--- config.mk ---
export PLATFORM = sky130hd
export DESIGN_NAME = fetch_stage_buffered
export DESIGN_NICKNAME = d
export VERILOG_FILES = /design/src/rtl/fetch_stage_buffered.sv
export SDC_FILE = /design/constraint.sdc
export NUM_CORES = 1
export LEC_CHECK = 0
export CAP_MARGIN = 20
export CORE_ASPECT_RATIO = 1.1
export CORE_MARGIN = 5
export CORE_UTILIZATION = 40
export CTS_CLUSTER_DIAMETER = 100
export DETAILED_ROUTE_END_ITERATION = 16
export PLACE_DENSITY = 0.64
export SYNTH_ARGS = -nofsm -noshare
export SYNTH_HDL_FRONTEND = slang
export SYNTH_SLANG_ARGS = --single-unit
--- constraint.sdc ---
create_clock -name clk -period 4.9 [get_ports clk]
set_clock_uncertainty 0.1 [all_clocks]
set_input_delay 0.98 -clock clk [delete_from_list [all_inputs] [get_ports clk]]
set_output_delay 0.98 -clock clk [all_outputs]
set_load 0.01 [all_outputs]
--- src/rtl/fetch_stage_buffered.sv ---
// Fetch stage with IF/ID register. Talks to instruction memory through a
// valid/ready request channel and an in-order response channel. A small
// prefetch FIFO absorbs the memory latency, and decode sees only registered outputs.
module fetch_stage_buffered #(
   parameter int unsigned     XLEN      = 32,
   parameter logic [XLEN-1:0] RESET_PC  = '0,
   parameter int unsigned     DEPTH     = 2,
   parameter logic [31:0]     NOP_INSTR = 32'h00000013
) (
   input  logic            clk,
   input  logic            rst,
   input  logic            pc_src_e,
   input  logic [XLEN-1:0] pc_target_e,
   input  logic            stall_d,
   input  logic            flush_d,
   output logic            imem_req_valid,
   input  logic            imem_req_ready,
   output logic [XLEN-1:0] imem_req_addr,
   input  logic            imem_rsp_valid,
   input  logic [31:0]     imem_rsp_data,
   output logic [31:0]     instr_d,
   output logic [XLEN-1:0] pc_d,
   output logic [XLEN-1:0] pc_plus4_d,
   output logic            valid_d
);

   localparam int unsigned PW = $clog2(DEPTH);
   localparam int unsigned CW = $clog2(DEPTH + 1);
   localparam logic [CW:0] DEPTH_C = (CW + 1)'(DEPTH);

   typedef struct packed {
      logic [XLEN-1:0] pc;
      logic [XLEN-1:0] pcPlus4;
   } pcPair_t;

   typedef struct packed {
      logic [31:0]     instr;
      logic [XLEN-1:0] pc;
      logic [XLEN-1:0] pcPlus4;
   } fetchEntry_t;

   logic [XLEN-1:0] pcF;

   // Addresses of issued requests. Responses come back in order, so each one pops the head.
   pcPair_t         pcQ [DEPTH];
   logic [PW-1:0]   pcQHead, pcQTail;

   // Prefetch FIFO holding returned instructions until decode takes them.
   fetchEntry_t     fifoMem [DEPTH];
   logic [PW-1:0]   fifoRd, fifoWr;
   logic [CW-1:0]   fifoCount;

   logic [CW-1:0]   outstanding;
   logic [CW-1:0]   dropCnt;

   logic [CW:0]     inFlight;
   logic            reqFire;
   logic            rspDrop;
   logic            bufPush;
   logic            bufPop;

   fetchEntry_t     ifId;
   logic            ifIdValid;

   // A request is issued only while total occupancy (buffered + in flight)
   // leaves room. This credit rule is what makes FIFO overflow impossible.
   always_comb begin
      inFlight       = {1'b0, fifoCount} + {1'b0, outstanding};
      imem_req_valid = rst & ~pc_src_e & (inFlight < DEPTH_C);
      imem_req_addr  = pcF;
      reqFire        = imem_req_valid & imem_req_ready;
      rspDrop        = imem_rsp_valid & (pc_src_e | (dropCnt != '0));
      bufPush        = imem_rsp_valid & ~rspDrop;
      bufPop         = ~pc_src_e & ~flush_d & ~stall_d & (fifoCount != '0);
   end

   // Fetch PC: redirect overrides, otherwise advance on each accepted request.
   always_ff @(posedge clk or negedge rst) begin
      if (!rst) begin
         pcF <= RESET_PC;
      end else if (pc_src_e) begin
         pcF <= pc_target_e;
      end else if (reqFire) begin
         pcF <= pcF + XLEN'(4);
      end
   end

   // Issued-address queue pointers. These keep running across redirects so
   // stale responses still line up with their own entries.
   always_ff @(posedge clk or negedge rst) begin
      if (!rst) begin
         pcQHead <= '0;
         pcQTail <= '0;
      end else begin
         if (reqFire)        pcQTail <= pcQTail + PW'(1);
         if (imem_rsp_valid) pcQHead <= pcQHead + PW'(1);
      end
   end

   // Issued-address queue storage. pc+4 is computed here, at issue time.
   always_ff @(posedge clk) begin
      if (reqFire) pcQ[pcQTail] <= '{pc: pcF, pcPlus4: pcF + XLEN'(4)};
   end

   // Outstanding and wrong-path drop counters. On a redirect, every request
   // still in flight belongs to the old path, except one answered this same cycle.
   always_ff @(posedge clk or negedge rst) begin
      if (!rst) begin
         outstanding <= '0;
         dropCnt     <= '0;
      end else begin
         outstanding <= outstanding + CW'(reqFire) - CW'(imem_rsp_valid);
         if (pc_src_e)
            dropCnt <= outstanding - CW'(imem_rsp_valid);
         else if (imem_rsp_valid && dropCnt != '0)
            dropCnt <= dropCnt - CW'(1);
      end
   end

   // Prefetch FIFO control. A redirect empties it; push and pop may happen in the same cycle.
   always_ff @(posedge clk or negedge rst) begin
      if (!rst) begin
         fifoRd    <= '0;
         fifoWr    <= '0;
         fifoCount <= '0;
      end else if (pc_src_e) begin
         fifoRd    <= '0;
         fifoWr    <= '0;
         fifoCount <= '0;
      end else begin
         if (bufPush) fifoWr <= fifoWr + PW'(1);
         if (bufPop)  fifoRd <= fifoRd + PW'(1);
         fifoCount <= fifoCount + CW'(bufPush) - CW'(bufPop);
      end
   end

   // Prefetch FIFO storage. The response is tagged with the PC of its request.
   always_ff @(posedge clk) begin
      if (bufPush)
         fifoMem[fifoWr] <= '{instr:   imem_rsp_data,
                              pc:      pcQ[pcQHead].pc,
                              pcPlus4: pcQ[pcQHead].pcPlus4};
   end

   // IF/ID register. Priority is redirect, then flush, then stall, then pop.
   // It only reads the FIFO, so a response reaches decode one edge after it is written at the earliest.
   always_ff @(posedge clk or negedge rst) begin
      if (!rst) begin
         ifIdValid <= 1'b0;
         ifId      <= '{instr: NOP_INSTR, pc: '0, pcPlus4: '0};
      end else if (pc_src_e || flush_d) begin
         ifIdValid  <= 1'b0;
         ifId.instr <= NOP_INSTR;
      end else if (!stall_d) begin
         if (fifoCount != '0) begin
            ifIdValid <= 1'b1;
            ifId      <= fifoMem[fifoRd];
         end else begin
            ifIdValid  <= 1'b0;
            ifId.instr <= NOP_INSTR;
         end
      end
   end

   assign instr_d    = ifId.instr;
   assign pc_d       = ifId.pc;
   assign pc_plus4_d = ifId.pcPlus4;
   assign valid_d    = ifIdValid;

   // The credit rule must keep the FIFO from ever overflowing.
   assert property (@(posedge clk) disable iff (!rst)
      !(bufPush && !bufPop && fifoCount == CW'(DEPTH)));

   // A response must never arrive with no request outstanding.
   assert property (@(posedge clk) disable iff (!rst)
      !(imem_rsp_valid && outstanding == '0));

endmodule
Yosys cells after proc, flatten, opt, wreduce, memory -nomap -nowiden:

Memory sizes are Yosys's and may differ from the RTL's.
Cells that the tools add are included.

* $add $sub $neg: 12
* bitwise operators: 14
* muxes and demuxes: 20
* $lt $le $gt $ge: 1
* multiply operators: 0
* reductions and logical operators: 9
* eq/ne operators: 1
* shift-type cells: 0
* div/mod/pow operators: 0

Operators with widths (count)
* 32-bit 2-to-1 mux: 4
* 96-bit 2-to-1 mux: 1
* 64-bit 2-to-1 mux: 1
* 32-bit by 3-bit adder with 32-bit output, second input constant: 1
* 2-bit nonzero test: 6
* 1-bit 2-to-1 mux: 11
* 1-bit AND: 8
* 2-bit 2-to-1 mux: 3
* 2-bit by 1-bit subtractor with 2-bit output: 3
* 1-bit NOT: 5
* 1-bit adder, second input constant: 4
* 2-bit by 1-bit adder with 2-bit output: 2
* 2-bit by 2-bit adder with 3-bit output: 1
* 3-bit by 2-bit less-than comparator with 1-bit output, second input constant: 1
* 3-bit AND reduction: 1
* 2-bit by 1-bit inequality test with 1-bit output, second input constant: 1
* 2-bit by 1-bit subtractor with 2-bit output, second input constant: 1
* 1-bit logical AND: 1
* 1-bit logical OR: 1
* 1-bit OR: 1

* bits in latches: 0
* word-level logic and storage cells: 71
* memories: 2
* ROM bits: 0
* bits in registers: 139
* input bits: 71
* memory bits (writable): 320

Memory list
* fifoMem: words 2, width 96, read ports 1, clocked after Yosys merged registers in 0, write ports 1, RTL line 49 `fetchEntry_t fifoMem [DEPTH];`
* pcQ: words 2, width 64, read ports 1, clocked after Yosys merged registers in 0, write ports 1, RTL line 45 `pcPair_t pcQ [DEPTH];`

Longest topological paths before layout:

* depth in word-level cells: 8
* depth in mapped cells: 12

Least setup slack after synthesis:

Ideal clock, no wire load.

* kind: input -> register
* from: input port pc_src_e
* to: memory fifoMem[0][10] (netlist bit) (enable)
* stages: 4
* path slack: -1043 ps
* data arrival time: 5296 ps
* required time: 4252 ps
* path buffers: 1
* setup time: 548 ps
* cells stage by stage: buf_6 -> inv_1 -> nand3_1 -> nor2_1

* cells in the longest elaborated chain, start to end: 6

RTL lines
* start: declaration: RTL line 12 `input logic pc_src_e,`
* 1-bit OR: RTL line 72 `rspDrop = imem_rsp_valid & (pc_src_e | (dropCnt != '0));`
* 1-bit AND: RTL line 72
* 1-bit NOT: RTL line 73 `bufPush = imem_rsp_valid & ~rspDrop;`
* 1-bit AND: RTL line 73
* 1-bit 2-to-1 mux: RTL line 139 `if (bufPush)`
* 1-bit 2-to-1 mux (implied by the code): RTL line 140 `fifoMem[fifoWr] <= '{instr: imem_rsp_data,`
* end: declaration: RTL line 49

Every way passes these cells.

Worst setup path after layout:

* from: register outstanding[0]
* to: output port imem_req_valid

* cells in the longest elaborated chain, start to end: 3

RTL lines
* start: declaration: RTL line 53 `logic [CW-1:0] outstanding;`
* start signal: assignment: RTL line 112 `outstanding <= outstanding + CW'(reqFire) - CW'(imem_rsp_valid);`
* 2-bit by 2-bit adder with 3-bit output: RTL line 68 `inFlight = {1'b0, fifoCount} + {1'b0, outstanding};`
* 3-bit by 2-bit less-than comparator with 1-bit output: RTL line 69 `imem_req_valid = rst & ~pc_src_e & (inFlight < DEPTH_C);`
* 1-bit AND: RTL line 69
* end: declaration: RTL line 16 `output logic imem_req_valid,`

Every way passes these cells.

==> impl_results.md <==
- Row Count: between 70 and 80
- Critical path class: register to output port
- H-tree depth: 2
- Crit path to: imem_req_valid
- Port buffer count: 200
- Clk_lat worst skew: 550 ps
- Clk slew on worst S/H paths: roughly 60 ps
- Vias in the first global route: roughly 10000
- Placed inst area: between 15000 and 20000 sq um
- # Post-CTS Setup Buffers: 0
- Power Total: 0.01042 W
- Depth of the most critical reg-to-reg path: 7
- Post-Layout Cell Count: ~1900
- Max Slew Vio Count: 0
- Synth Area per Inst: 15.51 sq um
- Mapped Area: about 17000 sq um
- Initial antenna violation count: 0
- Syn Nets: between 1000 and 1500
- Number of synthesized flops with an enable pin: between 300 and 400
- Largest net degree at the start of global routing: around 100
- Fin. Hold Viols: 0
- Yosys top cell area share: 0.5441
- Post-CTS Hold Buffers: 0
- Pre-CTS setup slack: about 1200 ps
- Setup crit end kind: output port
- End of the worst register-to-register path: pcQ[0][14]$_DFFE_PP_
- FMAX: approximately 270 MHz
- Yosys reg bits: about 450
- Max VDD drop: between 0.3 and 0.4 mV
- Initial DRC Count: roughly 510
- Initial Utilization: 0.4061
- TritonCTS clock tree: built
- Max FO, Critical Path: 4
- Clk root buf: clkbuf_16
- Layout area overhead: 23.51%
- Total of max-cap violations: 0
- Post-CTS resize count: 0
- Core ar.: ~42000 sq um
- Seq/Total Area, Yosys: 0.7434
- Clock tree buffer depth: 3
- DRC Markers: 0
- Inst Count DP: roughly 1800
- GPL Wtd Cong: between 0.8 and 0.9
- Detailed Routing Iterations Pass 1: 5
- WL final: 38.62 mm
- Post-synth ARST share: 0.3051
- Post-synth top cells: 312 x edfxtp_1, 134 x dfrtp_1, 124 x nand2_1
- Outcome: complete, no violations
- Worst Tran Pin Value: between 900 and 1000 ps
- Final Cycle Share: 0.7519
- Nets@finish: ~1400
- Number of synthesis warnings: 0
- First-pass GRT wire length: 58.82 mm
- R2r setup slk: roughly 1400 ps
- GR Overflow Total: 0
- Syn Inst Count: 1110
- Most numerous cell in the Yosys netlist: edfxtp_1
- Worst setup path start: outstanding[0]$_DFF_PN0_
- Die X-Extent: roughly 210 um
- Share of cells above drive strength 1: 0.1194
- Vias: 9662
- Post-synthesis cell type count: 46
- Worst hold path type: input pin to asynchronous set/reset pin
- Worst slew margin: 0.3429
- Number of top-level pins: 201
- WL per Instance: just over 20 um
- Startpoint types: register
- All-Layer GR Usage: 0.1611
- Worst EP arrival: 2600 ps
- CTS Sinks: roughly 450
- # fillers: between 3000 and 4000
- Synth top area cells: edfxtp_1 54%, dfrtp_1 19%, mux2i_1 5.7%
- Antenna-violating nets left: 0
- Setup Viol. Count Final: 0
- Ys flop type: edfxtp_1
- Post-route cell area: 21270 sq um
- Die footprint: between 40000 and 50000 sq um
- Slowest CP cell: clkdlybuf4s50_1
- Reg2reg start: outstanding[0]$_DFF_PN0_
- Cell breakdown of the critical path: and2_1 -> fa_1 -> nor4b_4 -> clkdlybuf4s50_1
- Setup ws final: about 1200 ps
- Yosys top cell by area: edfxtp_1
- Req. time, crit path: between 3000 and 4000 ps
- ANT cells: 0
- Via density: 5.045
- Critical path's largest stage delay: approximately 650 ps
- Min Tclk post-route: 3684 ps
- Pwr dens: 490.0 nW/um^2
- P_leak: about 7.5 nW
- Num CTS Buffers: 45
- Unrepaired setup endpoints after global routing: false
- Final HPWL DP: 25.87 mm
- Die Ht: about 230 um
## layout make-up
class,count,area [sq um],share of cell area
Clock buffer,63,1224,0.05753
Clock inverter,17,185.2,0.008706
Inverter,11,41.29,0.001941
Multi-Input combinational cell,589,4118,0.1936
Sequential cell,449,12810,0.6021
Tap cell,567,709.4,0.03335
Timing Repair Buffer,219,2186,0.1028
## logic make-up after synthesis
logic type	Yosys count	synth area share
multiplexers	162	0.09882
buffers and inverters	72	0.01904
XOR/XNOR	38	0.01933
flip-flops	449	0.7434
AND/OR/NAND/NOR	227	0.06089
adder cells (fa/ha/maj)	8	0.006248
AO/OA/AOI/OAI	154	0.05232
## state kept, by name, indices dropped and copies added, names as in the netlist, 2 cells and up
signal	cells
dropCnt	2
fifoCount	2
fifoMem	188
imem_req_addr	32
instr_d	32
outstanding	2
pcQ	124
pc_d	32
pc_plus4_d	30
## per-layer routing
layer	track usage	routed length, um	vias up
li1	-	-	4526
met1	0.2148	16420	4820
met2	0.2689	19040	264
met3	0.03198	2132	52
met4	0.05446	1034	0
met5	0	0	-
## report_power, final
group          internal, W  switching (W)  leakage [nW]
Sequential         0.00474       0.000393          4.60
Combinational      0.00104       0.000945          2.21
Clock              0.00195        0.00136         0.684
## worst max-delay path: cells and delay by family (launching register included)
family / cells / cell delay (ps)
buf+inv: 1 / 650
flops: 1 / 400
simple gates: 2 / 540
fa+ha+maj: 1 / 470
## stage by stage
stage	setup TNS [ps]	util	hold slack, ps
5_1_grt	0	0.5016	177.2
6_report	0	0.5016	186.4
2_1_floorplan	-196150	-	378.8
3_3_place_gp	0	0.4677	357.8
4_1_cts	0	0.5016	159.9
3_5_place_dp	0	0.4684	364.2
## placed cells by master, fill, tap and decap left out, drive strengths merged, types with 4 or more instances in the layout
| master | Yosys | routed |
|---|---|---|
| o211ai | 4 | 4 |
| xnor2 | 29 | 29 |
| ha | 7 | 7 |
| o311ai | 10 | 10 |
| a221o | 9 | 9 |
| nand4 | 14 | 14 |
| dfrtp | 134 | 134 |
| nand2b | 4 | 4 |
| xor2 | 9 | 9 |
| nand3 | 20 | 20 |
| and2 | 9 | 9 |
| and4 | 4 | 4 |
| a21oi | 8 | 8 |
| clkdlybuf4s50 | 0 | 198 |
| or3 | 4 | 4 |
| edfxtp | 312 | 312 |
| bufinv | 0 | 4 |
| clkinv | 0 | 11 |
| nand2 | 125 | 125 |
| buf | 23 | 21 |
| nor2 | 27 | 27 |
| clkbuf | 38 | 63 |
| mux2 | 64 | 64 |
| a22oi | 8 | 8 |
| mux2i | 98 | 98 |
| and3 | 10 | 10 |
| o21ai | 108 | 108 |
| inv | 11 | 11 |
## worst min path at each step
stage	from	to	cells after the start
finish	rst	instr_d[2]$_DFFE_PN0P_	1
global route	rst	instr_d[2]$_DFFE_PN0P_	1
CTS	rst	instr_d[2]$_DFFE_PN0P_	1
detailed placement	valid_d$_DFFE_PN0P_	valid_d$_DFFE_PN0P_	2
global placement	valid_d$_DFFE_PN0P_	valid_d$_DFFE_PN0P_	2
floorplan	pcQTail$_DFFE_PN0P_	pcQTail$_DFFE_PN0P_	1
(Power assumes the default switching activity.)
